### config.mk
export PLATFORM = sky130hd
export DESIGN_NAME = mio_bus_ctrl_flat
export DESIGN_NICKNAME = d
export VERILOG_FILES = /design/src/rtl/mio_bus_ctrl_if.sv /design/src/rtl/mio_bus_ctrl.sv /design/src/flat_wrapper.sv
export SDC_FILE = /design/constraint.sdc
export NUM_CORES = 1
export LEC_CHECK = 0
export BUFFER_PORTS_ARGS = -buffer_cell sky130_fd_sc_hd__buf_4
export CORE_AREA = 2 2 134 136
export DETAILED_ROUTE_END_ITERATION = 10
export DIE_AREA = 0 0 136 138
export PLACE_DENSITY = 0.75
export SYNTH_ARGS = -nofsm -noshare
export SYNTH_HDL_FRONTEND = slang
export SYNTH_SLANG_ARGS = --single-unit
### constraint.sdc
create_clock -name clk -period 3.4 [get_ports clk]
set_input_delay 0 -clock clk [delete_from_list [all_inputs] [get_ports clk]]
set_output_delay 0 -clock clk [all_outputs]
set_load 0.02 [all_outputs]
### src/rtl/mio_bus_ctrl_if.sv
`default_nettype none
// ============================================================================
// Module : mio_bus_ctrl_if
// Brief  : CPU-side request/response bundle for the memory/IO bus controller.
// Rev    : 1.0  initial release
// ============================================================================
interface mio_bus_ctrl_if #(
  parameter int DATA_W = 32
) ();
  logic              req;
  logic              mem_w;
  logic [31:0]       addr_bus;
  logic [DATA_W-1:0] cpu_data2bus;
  logic [DATA_W-1:0] cpu_data4bus;
  logic              ready;
  logic              bus_err;

  modport master (
    output req, mem_w, addr_bus, cpu_data2bus,
    input  cpu_data4bus, ready, bus_err
  );

  modport slave (
    input  req, mem_w, addr_bus, cpu_data2bus,
    output cpu_data4bus, ready, bus_err
  );
endinterface
`default_nettype wire

### src/rtl/mio_bus_ctrl.sv
`default_nettype none
// ============================================================================
// Module : mio_bus_ctrl
// Brief  : Latches CPU requests, decodes RAM / IO slots, sequences strobes,
//          wait states and IO timeouts, and returns data with a ready pulse.
// Rev    : 1.0  initial release
// ============================================================================
module mio_bus_ctrl #(
  parameter int DATA_W   = 32,
  parameter int RAM_AW   = 10,
  parameter int RAM_WAIT = 1,
  parameter int N_IO     = 4,
  parameter int IO_BASE  = 4'hC,
  parameter int TIMEOUT  = 15
) (
  input  logic                   clk,
  input  logic                   rst,
  mio_bus_ctrl_if.slave          cpu,
  output logic [RAM_AW-1:0]      ram_addr,
  output logic [DATA_W-1:0]      ram_data_in,
  output logic                   data_ram_we,
  input  logic [DATA_W-1:0]      ram_data_out,
  output logic [N_IO-1:0]        io_sel,
  output logic                   io_we,
  output logic [DATA_W-1:0]      peripheral_in,
  input  logic [N_IO*DATA_W-1:0] io_rdata,
  input  logic [N_IO-1:0]        io_ack
);

  localparam int                WAIT_W    = $clog2(16);
  localparam int                TO_W      = $clog2(TIMEOUT + 1);
  localparam logic [WAIT_W-1:0] WAIT_LAST = WAIT_W'(RAM_WAIT - 1);
  localparam logic [TO_W-1:0]   TO_LAST   = TO_W'(TIMEOUT - 1);

  typedef enum logic [1:0] {
    IDLE    = 2'd0,
    RAM_ACC = 2'd1,
    IO_ACC  = 2'd2,
    RESP    = 2'd3
  } state_t;

  state_t              r_state, w_next;
  logic                r_we, r_err;
  logic [RAM_AW-1:0]   r_ram_addr;
  logic [DATA_W-1:0]   r_wdata, r_rdata;
  logic [3:0]          r_slot;
  logic [WAIT_W-1:0]   r_wait;
  logic [TO_W-1:0]     r_to;

  logic                w_ram_hit, w_io_hit;
  logic [3:0]          w_io_nib, w_io_slot;
  logic                w_ack;
  logic [DATA_W-1:0]   w_slot_rdata;
  logic [N_IO-1:0]     w_sel_oh;
  logic                w_accept, w_ready, w_ram_done, w_io_timeout;

  // Address decode on the live bus; only used on the accept edge.
  always_comb begin
    w_io_nib  = cpu.addr_bus[11:8];
    w_io_slot = w_io_nib - 4'(IO_BASE);
    w_ram_hit = (cpu.addr_bus[31:RAM_AW+2] == '0);
    w_io_hit  = (cpu.addr_bus[31:12] == 20'hFFFFF) &&
                (w_io_nib >= 4'(IO_BASE)) &&
                ({1'b0, w_io_slot} < 5'(N_IO));
  end

  // Per-slot selection of ack, read data and the one-hot select.
  always_comb begin
    w_ack        = 1'b0;
    w_slot_rdata = '0;
    w_sel_oh     = '0;
    for (int k = 0; k < N_IO; k++) begin
      if (r_slot == 4'(k)) begin
        w_ack        = io_ack[k];
        w_slot_rdata = io_rdata[k*DATA_W +: DATA_W];
        w_sel_oh[k]  = 1'b1;
      end
    end
  end

  always_comb begin
    w_next       = r_state;
    w_accept     = 1'b0;
    w_ready      = 1'b0;
    data_ram_we  = 1'b0;
    io_we        = 1'b0;
    io_sel       = '0;
    w_ram_done   = 1'b0;
    w_io_timeout = 1'b0;
    case (r_state)
      IDLE: begin
        if (cpu.req) begin
          w_accept = 1'b1;
          if (w_ram_hit)     w_next = RAM_ACC;
          else if (w_io_hit) w_next = IO_ACC;
          else               w_next = RESP;
        end
      end
      RAM_ACC: begin
        data_ram_we = r_we && (r_wait == '0);
        if (r_wait == WAIT_LAST) begin
          w_ram_done = 1'b1;
          w_next     = RESP;
        end
      end
      IO_ACC: begin
        io_sel = w_sel_oh;
        io_we  = r_we && (r_to == '0);
        if (w_ack) begin
          w_next = RESP;
        end else if (r_to == TO_LAST) begin
          w_io_timeout = 1'b1;
          w_next       = RESP;
        end
      end
      RESP: begin
        w_ready = 1'b1;
        w_next  = IDLE;
      end
      default: w_next = IDLE;
    endcase
  end

  always_ff @(posedge clk or negedge rst) begin
    if (!rst) begin
      r_state    <= IDLE;
      r_we       <= 1'b0;
      r_err      <= 1'b0;
      r_ram_addr <= '0;
      r_wdata    <= '0;
      r_rdata    <= '0;
      r_slot     <= '0;
      r_wait     <= '0;
      r_to       <= '0;
    end else begin
      r_state <= w_next;
      if (w_accept) begin
        r_we       <= cpu.mem_w;
        r_ram_addr <= cpu.addr_bus[RAM_AW+1:2];
        r_wdata    <= cpu.cpu_data2bus;
        r_slot     <= w_io_slot;
        r_err      <= !(w_ram_hit || w_io_hit);
        r_wait     <= '0;
        r_to       <= '0;
        if (!w_ram_hit && !w_io_hit && !cpu.mem_w)
          r_rdata <= '0;
      end
      if (r_state == RAM_ACC) begin
        r_wait <= r_wait + WAIT_W'(1);
        if (w_ram_done && !r_we)
          r_rdata <= ram_data_out;
      end
      if (r_state == IO_ACC) begin
        r_to <= r_to + TO_W'(1);
        if (w_ack && !r_we)
          r_rdata <= w_slot_rdata;
        // A read that times out returns zero rather than stale data.
        if (w_io_timeout) begin
          r_err <= 1'b1;
          if (!r_we)
            r_rdata <= '0;
        end
      end
    end
  end

  assign ram_addr         = r_ram_addr;
  assign ram_data_in      = r_wdata;
  assign peripheral_in    = r_wdata;
  assign cpu.cpu_data4bus = r_rdata;
  assign cpu.ready        = w_ready;
  assign cpu.bus_err      = w_ready & r_err;

endmodule
`default_nettype wire

### src/flat_wrapper.sv
// flat-port wrapper written by rule: the top's interface ports become plain ports
module mio_bus_ctrl_flat 
#(
  parameter int DATA_W   = 32,
  parameter int RAM_AW   = 10,
  parameter int RAM_WAIT = 1,
  parameter int N_IO     = 4,
  parameter int IO_BASE  = 4'hC,
  parameter int TIMEOUT  = 15
)
  (clk, rst, ram_addr, ram_data_in, data_ram_we, ram_data_out, io_sel, io_we, peripheral_in, io_rdata, io_ack, cpu_req, cpu_mem_w, cpu_addr_bus, cpu_cpu_data2bus, cpu_cpu_data4bus, cpu_ready, cpu_bus_err);
  mio_bus_ctrl_if #(.DATA_W(DATA_W)) cpu_i ();
  input  logic clk;
  input  logic rst;
  output logic [RAM_AW-1:0] ram_addr;
  output logic [DATA_W-1:0] ram_data_in;
  output logic data_ram_we;
  input  logic [DATA_W-1:0] ram_data_out;
  output logic [N_IO-1:0] io_sel;
  output logic io_we;
  output logic [DATA_W-1:0] peripheral_in;
  input  logic [N_IO*DATA_W-1:0] io_rdata;
  input  logic [N_IO-1:0] io_ack;
  input wire logic [$bits(cpu_i.req)-1:0] cpu_req;
  input wire logic [$bits(cpu_i.mem_w)-1:0] cpu_mem_w;
  input wire logic [$bits(cpu_i.addr_bus)-1:0] cpu_addr_bus;
  input wire logic [$bits(cpu_i.cpu_data2bus)-1:0] cpu_cpu_data2bus;
  output wire logic [$bits(cpu_i.cpu_data4bus)-1:0] cpu_cpu_data4bus;
  output wire logic [$bits(cpu_i.ready)-1:0] cpu_ready;
  output wire logic [$bits(cpu_i.bus_err)-1:0] cpu_bus_err;
  assign cpu_i.req = cpu_req;
  assign cpu_i.mem_w = cpu_mem_w;
  assign cpu_i.addr_bus = cpu_addr_bus;
  assign cpu_i.cpu_data2bus = cpu_cpu_data2bus;
  assign cpu_cpu_data4bus = cpu_i.cpu_data4bus;
  assign cpu_ready = cpu_i.ready;
  assign cpu_bus_err = cpu_i.bus_err;
  mio_bus_ctrl #(.DATA_W(DATA_W), .RAM_AW(RAM_AW), .RAM_WAIT(RAM_WAIT), .N_IO(N_IO), .IO_BASE(IO_BASE), .TIMEOUT(TIMEOUT)) u_core (.clk(clk), .rst(rst), .cpu(cpu_i), .ram_addr(ram_addr), .ram_data_in(ram_data_in), .data_ram_we(data_ram_we), .ram_data_out(ram_data_out), .io_sel(io_sel), .io_we(io_we), .peripheral_in(peripheral_in), .io_rdata(io_rdata), .io_ack(io_ack));
endmodule
======== Yosys cells after proc, flatten, opt, wreduce, memory -nomap -nowiden ========
Cells that the tools add are included.
storage, ports and cells
  register bits after elaboration ......... 90
  latch bits .............................. 0
  RAM bits ................................ 0
  ROM bits ................................ 0
  output and inout bits ................... 114
  logic and storage cells ................. 92
  memories kept ........................... 0
operators by class
  add/sub/neg operators ................... 3
  $mul .................................... 0
  divide/modulo/power cells ............... 0
  $lt $le $gt $ge ......................... 2
  equality and inequality tests ........... 11
  shifts and indexed selects .............. 0
  mux-type cells .......................... 44
  bitwise logic cells ..................... 1
  reductions and logical operators ........ 22
operator list
  operator                                                                       count
  32-bit 2-to-1 mux                                                              12
  1-bit 2-to-1 mux                                                               22
  20-bit equality test (second input constant)                                   1
  20-bit logical NOT                                                             1
  4-bit 2-to-1 mux                                                               4
  4-bit logical NOT                                                              3
  2-bit 2-to-1 mux                                                               5
  4-bit by 1-bit adder with 4-bit output (second input constant)                 2
  4-bit by 2-bit equality test with 1-bit output (second input constant)         2
  1-bit logical AND                                                              8
  2-bit one-hot mux with 4 select lines                                          1
  1-bit logical NOT                                                              5
  2-bit equality test (second input constant)                                    2
  4-bit by 1-bit equality test with 1-bit output (second input constant)         1
  4-bit equality test (second input constant)                                    1
  4-bit greater-or-equal comparator (second input constant)                      1
  4-bit by 3-bit less-than comparator with 1-bit output (second input constant)  1
  2-bit nonzero test                                                             2
  4-bit subtractor (second input constant)                                       1
  3-bit by 1-bit inequality test with 1-bit output (second input constant)       1
  3-bit AND reduction                                                            1
  2-bit by 1-bit equality test with 1-bit output (second input constant)         1
  2-bit logical NOT                                                              1
  2-bit by 1-bit inequality test with 1-bit output (second input constant)       1
  3 further kinds                                                                3

======== Logic depth before layout (Yosys ltp) ========
Gate-level depths: netlist of the first run.
  depth after elaboration ................. 14
  depth in mapped cells ................... 8
  depth with buffers taken out ............ 7

======== Worst setup path after synthesis of the first run ========
Ideal clock, no wire load.
  path kind ............................... register to register
  from .................................... register u_core.r_state[0]
  to ...................................... register u_core.r_rdata[10], in the netlist u_core.cpu.cpu_data4bus[10]
  setup time .............................. 0.101 ns
  data arrival time ....................... 1.861 ns
  slack ................................... 1.438 ns
  stages on the path, launching flop included .. 9
  period minus slack after synthesis ...... 1.962 ns
  cells stage by stage .................... dfrtp_1 inv_1 ha_1 nand2b_2 a211oi_2 a32oi_4 buf_2 mux2_1 o32ai_1
on the way
  cells in the longest elaborated chain, start to end .. 9
RTL lines
  item                                                                                 RTL line                                  source
  start: declaration                                                                   mio_bus_ctrl.sv:42                        state_t r_state, w_next;
  start signal: assignment                                                             mio_bus_ctrl.sv:136                       r_state <= w_next;
  2-bit logical NOT or 2-bit by 1-bit equality test with 1-bit output (tied branches)  mio_bus_ctrl.sv:90, mio_bus_ctrl.sv:148
  1-bit 2-to-1 mux                                                                     mio_bus_ctrl.sv:90                        case (r_state)
  32-bit 2-to-1 mux or 1-bit logical AND (tied branches)                               mio_bus_ctrl.sv:137, mio_bus_ctrl.sv:150
  32-bit 2-to-1 mux                                                                    mio_bus_ctrl.sv:150                       if (w_ram_done && !r_we)
  32-bit 2-to-1 mux                                                                    mio_bus_ctrl.sv:148                       if (r_state == RAM_ACC) begin
  32-bit 2-to-1 mux                                                                    mio_bus_ctrl.sv:155                       if (w_ack && !r_we)
  32-bit 2-to-1 mux                                                                    mio_bus_ctrl.sv:160                       if (!r_we)
  32-bit 2-to-1 mux                                                                    mio_bus_ctrl.sv:158                       if (w_io_timeout) begin
  32-bit 2-to-1 mux *                                                                  mio_bus_ctrl.sv:153                       if (r_state == IO_ACC) begin
  end signal: assignment                                                               mio_bus_ctrl.sv:151                       r_rdata <= ram_data_out;
  end signal: assignment                                                               mio_bus_ctrl.sv:156                       r_rdata <= w_slot_rdata;
  end: declaration                                                                     mio_bus_ctrl.sv:45                        logic [DATA_W-1:0] r_wdata, r_rdata;
Every way passes the cells marked *; elsewhere a longest branch is shown, timed or not.
A chain may end at the register's enable or synchronous reset.

======== Final worst setup path of the first run ========
  from .................................... register u_core.r_state[0]
  to ...................................... register u_core.r_rdata[25], in the netlist u_core.cpu.cpu_data4bus[25]
Same word-level chain as after synthesis.

==> flow_summary.toml, run 1 <==
[cts]
cts_setup_buffers = 0
cts_root_buffer = "clkbuf_16"
clk_latency_ns = 0.34
htreeDepth = 3
clock_path_buffers = 2
clkTransAtPathRegs_ns = 0.07
cts_resized = 0
clock_sink_count = 88
cts_tree = "done"
cts_made_buffers = 9

[timing]
fmax_mhz = 406.2
rsz0062_at_grt = "false"
max-slew-margin-rel = 0.2969
tightest_slew_ns = 1.055
fin_skew_ns = 0.007298
hold_viol = 0
setup_tns_ns = 0
maxSlewViolCount = 0
setup_viol = 0
holdWs_ns = 0.02806
period_share = 0.7241
fin_crit_ns = 2.462

[floorplan]
coreArea_um2 = 17530
dieArea_um2 = 18770
core.rowCount = 49
io_pins = 346
dieHeight_um = 138
die_w_um = 136
floorplan.initialDensity = 0.3253

[cells_and_area]
postLayoutCellArea_um2 = 8961
fillers = 1606
layout-drive-gt1-share = 0.5778
insertedDiodeCount = 0
area_growth_pct = 57.10
fin_nets = 1067

[setup_path]
endpoint_kind = "flip-flop"
crit_path_start_kind = "flip-flop"
arrival_ns = 2.63
reg2reg_from = "u_core.r_state[0]$_DFFE_PN0P_"
path_cells = "inv_1 > ha_1 > buf_4 > a32oi_4 > and2_1 > a222oi_1"
crit_path_max_fanout = 22
path_delay_family = "simple AND/OR/NAND/NOR gates"
worst_path_max_delay_cell = "and2_1"
r2r_slack_ns = 0.94
rr_worst_depth = 6
critPathMaxStageDelay_ns = 0.85
crit_required_ns = 3.57
worst-setup-path-type = "reg -> reg"
worst-path-buf-inv = 2
rr_endpoint = "u_core.cpu.cpu_data4bus[25]$_DFF_PN0_"

[min_path]
worstHoldEndpoint = "u_core.cpu.cpu_data4bus[29]$_DFF_PN0_"
hold_path_class = "in -> reg"
hold_start = "ram_data_out[29]"
hold_depth = 3

[power_and_ir_drop]
p_leak_uw = 0.004312
p_seq_frac = 0.266
pwr-share-comb = 0.588
power.internal_uw = 4363
p_per_area_nw_per_um2 = 842.1
p_sw_uw = 3183
clockPowerShare = 0.146
p_sw_frac = 0.4218
peakVddDrop_uv = 490.2

[place]
placed_area_um2 = 8195
dp_hpwl_mm = 13.89
port_buffers = 343
gp_congestion = 0.8610

[logic_synthesis]
yosysSeqAreaShare = 0.3860
avgSynthCellArea_um2 = 11.74
synth-seq-cells = 88
synthFlopType = "dfrtp_1"
async_flop_share = 1.000
yosysMostFrequentCell = "dfrtp_1"
synth_top_area_cell = "dfrtp_1"
yosysWarningCount = 0
synth_nets = 729
synthCells = 486
synth_edf_count = 0
synth_common_cells = "dfrtp_1, nand2_1, mux2_2, buf_4, mux4_2"
synth.area.top_cells = "dfrtp_1, mux4_2, mux2_2, nand2_1, buf_4"
synthDistinctLibCells = 44
syn_area_um2 = 5704
synth_top_area_share = 0.3860

[global_routing]
grt_pass1_vias = 5482
antenna_found_initial = 0
grt_pass1_wl_mm = 29.54
grt_max_degree = 70
grt_overflow = 0
track_usage = 0.2026

[drt]
first_iter_violations = 272
wl_met1_mm = 7.813
totalWireLength_mm = 18.96
routed.top_layer = "met4"
drtPass1Iterations = 7
wl_met2_mm = 9.575
drc_errors = 0
dr_wl_met3_mm = 1.286
viasPerCell = 4.923
vias = 5209
ant_nets = 0
wl_per_cell_um = 17.92

[flow_run]
cap_viol_max_count = 0

[status]
status = "finished, final reports clean"
what timing repair did:
action | in CTS | in global routing
hold buffers | 44 | 0
setup endpoints to repair | 0 | 0
hold endpoints to repair | 112 | 0
kinds of logic (layout without fill, tap and decap cells):
logic type,Yosys count,count (layout),share of synthesized area
buffers and inverters,78,421,0.08664
flip-flops,88,88,0.3860
XOR/XNOR,4,4,0.006143
adder cells (fa/ha/maj),11,11,0.02413
AO/OA/AOI/OAI,64,64,0.1024
multiplexers,123,123,0.3014
AND/OR/NAND/NOR,118,118,0.09322
placed cells by master (no fill, tap or decap), drive strengths merged, types with 2 or more instances in the layout:
cell / Yosys / routed
inv: 8 / 11
mux2: 70 / 70
nand2: 76 / 76
a22o: 3 / 3
bufinv: 0 / 2
nor2: 11 / 11
dfrtp: 88 / 88
ha: 11 / 11
a211oi: 13 / 13
buf: 54 / 353
nor3b: 3 / 3
nand4: 5 / 5
mux2i: 21 / 21
clkbuf: 16 / 9
a222oi: 9 / 9
a21o: 9 / 9
a21oi: 6 / 6
nand3: 8 / 8
xnor2: 2 / 2
nor4: 5 / 5
and2: 2 / 2
nand2b: 2 / 2
o32ai: 12 / 12
xor2: 2 / 2
dlygate4sd3: 0 / 44
mux4: 32 / 32
o21ai: 7 / 7
clkinv: 0 / 2
state kept, by name, summed over array words and instances (netlist names):
name / count
u_core.r_to: 4
u_core.ram_addr: 8
u_core.r_wait: 4
u_core.r_slot: 4
u_core.peripheral_in: 32
u_core.cpu.cpu_data4bus: 32
u_core.r_we: 1
u_core.r_err: 1
u_core.r_state: 2
per-stage QoR:
| stage | power (uW) | setup slack [ns] | util | std cells |
|---|---|---|---|---|
| 3_3_place_gp | 6374 | 0.9506 | 0.4674 | 998 |
| 3_5_place_dp | 6461 | 0.8998 | 0.4674 | 998 |
| 4_1_cts | 7642 | 0.8840 | 0.5111 | 1058 |
| 2_1_floorplan | 5020 | 1.438 | - | 486 |
| 5_1_grt | 8029 | 0.7418 | 0.5111 | 1058 |
| 6_report | 7546 | 0.9382 | 0.5111 | 1058 |
tightest hold or removal path, stage by stage:
cell and delay (ns):
buf_4 0.11, mux2i_1 0.13, a222oi_1 0.10
area by class of cell:
type	count	area, um2	share of cell area
Timing Repair Buffer	397	3090	0.3449
Sequential cell	88	2205	0.2460
Multi-Input combinational cell	320	3024	0.3375
Clock inverter	7	100.1	0.01117
Clock buffer	9	225.2	0.02513
Inverter	8	30.03	0.003351
Tap cell	229	286.5	0.03197
per-layer routing:
metal,GRT usage,vias up
met1,0.2525,2550
li1,-,2446
met3,0.05391,19
met4,0.04989,0
met5,0,-
met2,0.3473,194
power by group through the flow:
| stage | Sequential, uW | Combinational, uW | Clock [uW] |
|---|---|---|---|
| final | 2010 | 4440 | 1100 |
| after global routing | 2080 | 4760 | 1190 |
| after CTS | 2010 | 4490 | 1140 |
| after detailed placement | 2020 | 4440 | 0 |
| after global placement | 2000 | 4380 | 0 |
| after floorplan | 2410 | 2610 | 0 |
how the worst max path moves through the flow:
stage,startpoint,end,slack (ns),cells after the start
3_3_place_gp,u_core.r_state[0]$_DFFE_PN0P_,u_core.cpu.cpu_data4bus[22]$_DFF_PN0_,0.95,6
6_report,u_core.r_state[0]$_DFFE_PN0P_,u_core.cpu.cpu_data4bus[25]$_DFF_PN0_,0.94,6
2_1_floorplan,u_core.r_state[0]$_DFFE_PN0P_,u_core.cpu.cpu_data4bus[10]$_DFF_PN0_,1.44,8
3_5_place_dp,u_core.r_state[0]$_DFFE_PN0P_,u_core.cpu.cpu_data4bus[25]$_DFF_PN0_,0.90,6
5_1_grt,u_core.r_state[0]$_DFFE_PN0P_,u_core.cpu.cpu_data4bus[22]$_DFF_PN0_,0.74,6
4_1_cts,u_core.r_state[0]$_DFFE_PN0P_,u_core.cpu.cpu_data4bus[25]$_DFF_PN0_,0.88,6
(Power assumes the default switching activity.)
==> run 2, diff against run 1 <==
Settings changed: PLACE_DENSITY 0.75 to 0.77.
Clock period 3.4 ns to 2.19 ns, I/O delays scaled along.
==> run 2 against run 1 <==
Compared with the run above: die area unchanged; combinational power grew 63%; highest routed layer unchanged; worst hold slack lost 0.0093 ns.
==> flow_summary.toml, run 2 (synthesized netlist as in run 1, its figures left out) <==
[setup_path]
crit_path_start_kind = "flip-flop"
crit_path_max_fanout = 32
path_delay_family = "compound AO/OA/AOI/OAI gates"
rr_worst_depth = 8
arrival_ns = 2.32
worst-path-buf-inv = 2
crit_required_ns = 2.45
reg2reg_from = "u_core.r_state[0]$_DFFE_PN0P_"
worst_path_max_delay_cell = "dfrtp_1"
worst-setup-path-type = "reg -> reg"
path_cells = "inv_1 > ha_1 > nand2b_2 > a211oi_2 > a32oi_4 > buf_6 > mux2_2 > a211oi_2"
critPathLaunch = "u_core.r_state[0]$_DFFE_PN0P_"
cp_num_cells = 8
critPathMaxStageDelay_ns = 0.39
endpoint_kind = "flip-flop"
crit_top_cell = "a211oi_2"
r2r_slack_ns = 0.13
rr_endpoint = "u_core.cpu.cpu_data4bus[21]$_DFF_PN0_"

[power_and_ir_drop]
p_sw_frac = 0.4300
p_leak_uw = 0.004402
p_sw_uw = 5099
clockPowerShare = 0.131
peakVddDrop_uv = 657.4
power.internal_uw = 6759
p_seq_frac = 0.258
pwr-share-comb = 0.611
p_per_area_nw_per_um2 = 1298

[timing]
rsz0062_at_grt = "false"
hold_viol = 0
tightest_slew_ns = 0.4883
maxSlewViolCount = 0
period_share = 0.9410
fin_skew_ns = 0.01380
fmax_mhz = 485.2
setup_tns_ns = 0
setup_viol = 0
fin_crit_ns = 2.061
max-slew-margin-rel = 0.6745

[cells_and_area]
layout-drive-gt1-share = 0.5846
insertedDiodeCount = 0
area_growth_pct = 60.10
finish.utilization = 0.5208
final_cell_mix = "buf_4, dfrtp_1, nand2_1"
finalNonFillerCells = 1074
fin_nets = 1083
layout_commonest_cell = "buf_4"

[global_routing]
antenna_found_initial = 0
grt_pass1_wl_mm = 30.06
grt_overflow = 0
grt_max_degree = 60
track_usage = 0.2064
grt_pass1_vias = 5695

[drt]
drc_errors = 0
wl_met2_mm = 10.03
wl_per_cell_um = 18.25
routed.top_layer = "met4"
dr_wl_met3_mm = 1.242
first_iter_violations = 241
ant_nets = 0
totalWireLength_mm = 19.60
wl_met1_mm = 7.849
drtPass1Iterations = 4
vias = 5363
viasPerCell = 4.993

[place]
gp_congestion = 0.8564
dp.cells = 1012
port_buffers = 343
dp_hpwl_mm = 14.38

[floorplan]
core.rowCount = 49
dieArea_um2 = 18770
coreArea_um2 = 17530
floorplan.initialDensity = 0.3253
dieHeight_um = 138
die_w_um = 136
io_pins = 346

[cts]
clock_path_buffers = 2
cts_tree = "done"
cts_made_buffers = 9
clock_sink_count = 88
clk_latency_ns = 0.35
cts_setup_buffers = 0
htreeDepth = 3
cts_root_buffer = "clkbuf_16"
clkTransAtPathRegs_ns = 0.07

[min_path]
worstHoldEndpoint = "u_core.cpu.cpu_data4bus[26]$_DFF_PN0_"
hold_path_class = "in -> reg"
hold_start = "ram_data_out[26]"
hold_depth = 3

[flow_run]
cap_viol_max_count = 0

[status]
status = "finished, final reports clean"
run 2: through the flow:
stage	area [um2]	hold slack, ns	power, uW	setup WS (ns)
6_report	9133	0.01872	11860	0.1292
5_1_grt	9133	0.03123	12570	0.005379
4_1_cts	9129	0.005743	11930	0.02049
3_5_place_dp	8371	0.02743	10260	0.008292
3_3_place_gp	8371	0.02707	10100	0.03285
2_1_floorplan	5704	-0.2956	7794	0.2284
run 2: worst max path at each step:
stage	to	slack, ns
2_1_floorplan	u_core.cpu.cpu_data4bus[10]$_DFF_PN0_	0.23
3_3_place_gp	u_core.cpu.cpu_data4bus[12]$_DFF_PN0_	0.03
3_5_place_dp	u_core.cpu.cpu_data4bus[6]$_DFF_PN0_	0.008
4_1_cts	u_core.cpu.cpu_data4bus[3]$_DFF_PN0_	0.02
5_1_grt	u_core.cpu.cpu_data4bus[21]$_DFF_PN0_	0.005
6_report	u_core.cpu.cpu_data4bus[21]$_DFF_PN0_	0.13
run 2: per-layer routing:
layer / GRT usage / vias up
li1: - / 2477
met1: 0.2604 / 2637
met2: 0.3499 / 208
met3: 0.04290 / 41
met4: 0.07018 / 0
met5: 0 / -
run 2: power groups by stage:
stage | Sequential, uW | Clock, uW | Combinational [uW]
3_5_place_dp | 3060 | 0 | 7200
3_3_place_gp | 3040 | 0 | 7060
2_1_floorplan | 3730 | 0 | 4060
6_report | 3060 | 1550 | 7240
5_1_grt | 3170 | 1670 | 7740
4_1_cts | 3050 | 1600 | 7280
run 2: worst register-to-register path, cell delays in order (launching register included):
cell and delay (ns):
dfrtp_1 0.39, inv_1 0.07, ha_1 0.23, nand2b_2 0.13, a211oi_2 0.07, a32oi_4 0.20, buf_6 0.33, mux2_2 0.41
a211oi_2 0.14
run 2: layout make-up:
cell class / instances / area [um2]
Clock buffer: 9 / 225.2
Clock inverter: 7 / 71.32
Fill cell: 1617 / 8402
Inverter: 8 / 30.03
Multi-Input combinational cell: 320 / 3020
Sequential cell: 88 / 2205
Tap cell: 229 / 286.5
Timing Repair Buffer: 413 / 3294
run 2: repair_timing:
| item | 4_1_cts | 5_1_grt |
|---|---|---|
| cloned | 0 | 0 |
| hold buffers | 46 | 0 |
| setup endpoints to repair | 5 | 23 |
| endpoints found under the hold margin | 134 | 0 |
| gates resized for setup | 1 | 1 |
==> run 3, diff against run 2 <==
Settings changed: BUFFER_PORTS_ARGS -buffer_cell sky130_fd_sc_hd__buf_4 to -buffer_cell sky130_fd_sc_hd__buf_2.
==> run 3 against run 2 <==
Compared with the run above: first-iteration DRC count up 2.5%; final cell count hardly changed; combinational power shrank 9.9%; wire length is 5.2% lower; largest cell class is now multi-input combinational cells; highest routed layer is now met5.
==> flow_summary.toml, run 3 (synthesized netlist as in run 1, its figures left out) <==
[floorplan]
coreArea_um2 = 17530
core.rowCount = 49
floorplan.initialDensity = 0.3253
io_pins = 346
dieHeight_um = 138
die_w_um = 136
dieArea_um2 = 18770

[setup_path]
worst_path_max_delay_cell = "dfrtp_1"
arrival_ns = 2.33
crit_top_cell = "a211oi_2"
rr_endpoint = "u_core.cpu.cpu_data4bus[6]$_DFF_PN0_"
rr_worst_depth = 8
crit_path_start_kind = "flip-flop"
path_delay_family = "compound AO/OA/AOI/OAI gates"
worst-setup-path-type = "reg -> reg"
worst-path-buf-inv = 2
endpoint_kind = "flip-flop"
reg2reg_from = "u_core.r_state[0]$_DFFE_PN0P_"
crit_path_max_fanout = 16
path_cells = "inv_1 > ha_1 > nand2b_2 > a211oi_2 > a32oi_4 > and2_2 > buf_4 > a211oi_2"
r2r_slack_ns = 0.13
critPathMaxStageDelay_ns = 0.40
crit_required_ns = 2.46

[timing]
maxSlewViolCount = 0
holdWs_ns = 0.01184
period_share = 0.9417
hold_viol = 0
rsz0062_at_grt = "false"
max-slew-margin-rel = 0.6291
fin_crit_ns = 2.062
fin_skew_ns = 0.007609
setup_viol = 0
fmax_mhz = 484.9
tightest_slew_ns = 0.5563

[power_and_ir_drop]
peakVddDrop_uv = 641.7
p_per_area_nw_per_um2 = 1333
p_leak_uw = 0.004115

[min_path]
hold_path_class = "in -> reg"
hold_start = "ram_data_out[27]"
worstHoldEndpoint = "u_core.cpu.cpu_data4bus[27]$_DFF_PN0_"
hold_depth = 3

[place]
dp_hpwl_mm = 13.71
port_buffers = 343
placed_area_um2 = 7490
gp_congestion = 0.8543

[drt]
vias = 5392
ant_nets = 0
drc_errors = 0
first_iter_violations = 247
viasPerCell = 5.016
wl_per_cell_um = 17.28
totalWireLength_mm = 18.58
drtPass1Iterations = 7

[cts]
clock_path_buffers = 2
cts_root_buffer = "clkbuf_16"
cts_setup_buffers = 0
clock_sink_count = 88
cts_tree = "done"
clk_latency_ns = 0.35
clkTransAtPathRegs_ns = 0.07
cts_made_buffers = 9
htreeDepth = 3

[cells_and_area]
area_growth_pct = 44.55
final_cell_mix = "buf_2, dfrtp_1, nand2_1"
insertedDiodeCount = 0
layout_commonest_cell = "buf_2"
layout-drive-gt1-share = 0.5816
postLayoutCellArea_um2 = 8245
finish.utilization = 0.4702
fin_nets = 1084

[global_routing]
gr-usage-met2 = 0.3470
grt_busiest_layer = "met2"
grt_pass1_wl_mm = 29.12
grt_overflow = 0
track_usage = 0.1975
use_met3 = 0.03997
antenna_found_initial = 2
grt_max_degree = 52
use_met1 = 0.2439
grt_pass1_vias = 5632

[flow_run]
cap_viol_max_count = 0

[status]
status = "finished, final reports clean"
run 3: changes by cell type in the layout (fill, tap and decap cells not counted), sizes merged:
| cell | change |
|---|---|
| dlygate4sd3 | +1 |
| clkbuf | +2 |
| clkinvlp | +1 |
| clkinv | -2 |
| inv | -1 |
run 3: per-layer routing:
metal	share of wire	vias to the layer above
met5	0.00070	-
met3	0.062	22
met4	0.013	2
met1	0.41	2680
met2	0.52	201
li1	-	2487
run 3: worst reg2reg max path, cell delays in order (launching register included):
cell,delay (ns)
dfrtp_1,0.40
inv_1,0.09
ha_1,0.22
nand2b_2,0.11
a211oi_2,0.29
a32oi_4,0.10
and2_2,0.34
buf_4,0.22
a211oi_2,0.21
run 3: layout make-up:
| class | instances | area (um2) |
|---|---|---|
| Multi-Input combinational cell | 320 | 3020 |
| Inverter | 8 | 30.03 |
| Timing Repair Buffer | 414 | 2432 |
| Sequential cell | 88 | 2205 |
| Fill cell | 1653 | 9289 |
| Tap cell | 229 | 286.5 |
| Clock inverter | 5 | 38.79 |
| Clock buffer | 11 | 232.7 |
run 3: timing repair:
action,4_1_cts,5_1_grt
setup endpoints to repair,9,6
cloned,0,0
hold buffers,47,0
resized for setup,2,3
hold endpoints to repair,84,0
run 3: where the power goes:
part	switching [uW]	leakage, uW	internal, uW	total, uW
registers	563	0.00108	2430	3000
clock network	695	0.000131	782	1480
logic	3670	0.00290	2850	6520
total	4920	0.00411	6070	11000
run 3: worst max-delay path by stage:
| stage | slack, ns | startpoint | cells past startpoint | to |
|---|---|---|---|---|
| final | 0.13 | u_core.r_state[0]$_DFFE_PN0P_ | 8 | u_core.cpu.cpu_data4bus[6]$_DFF_PN0_ |
| after global routing | 0.005 | u_core.r_state[0]$_DFFE_PN0P_ | 7 | u_core.cpu.cpu_data4bus[26]$_DFF_PN0_ |
| after CTS | 0.08 | u_core.r_state[0]$_DFFE_PN0P_ | 8 | u_core.cpu.cpu_data4bus[17]$_DFF_PN0_ |
| after detailed placement | -0.03 | u_core.r_state[0]$_DFFE_PN0P_ | 8 | u_core.cpu.cpu_data4bus[5]$_DFF_PN0_ |
| after global placement | 0.02 | u_core.r_state[0]$_DFFE_PN0P_ | 8 | u_core.cpu.cpu_data4bus[12]$_DFF_PN0_ |
| after floorplan | 0.23 | u_core.r_state[0]$_DFFE_PN0P_ | 8 | u_core.cpu.cpu_data4bus[10]$_DFF_PN0_ |
run 3: stage by stage:
step	std cells	setup TNS, ns	power [uW]	setup WS (ns)
6_report	1075	0	10990	0.1276
5_1_grt	1075	0	11720	0.005374
4_1_cts	1075	0	11090	0.08384
3_5_place_dp	1012	-0.1259	9493	-0.02693
3_3_place_gp	1012	0	9330	0.02194
2_1_floorplan	486	0	7794	0.2284
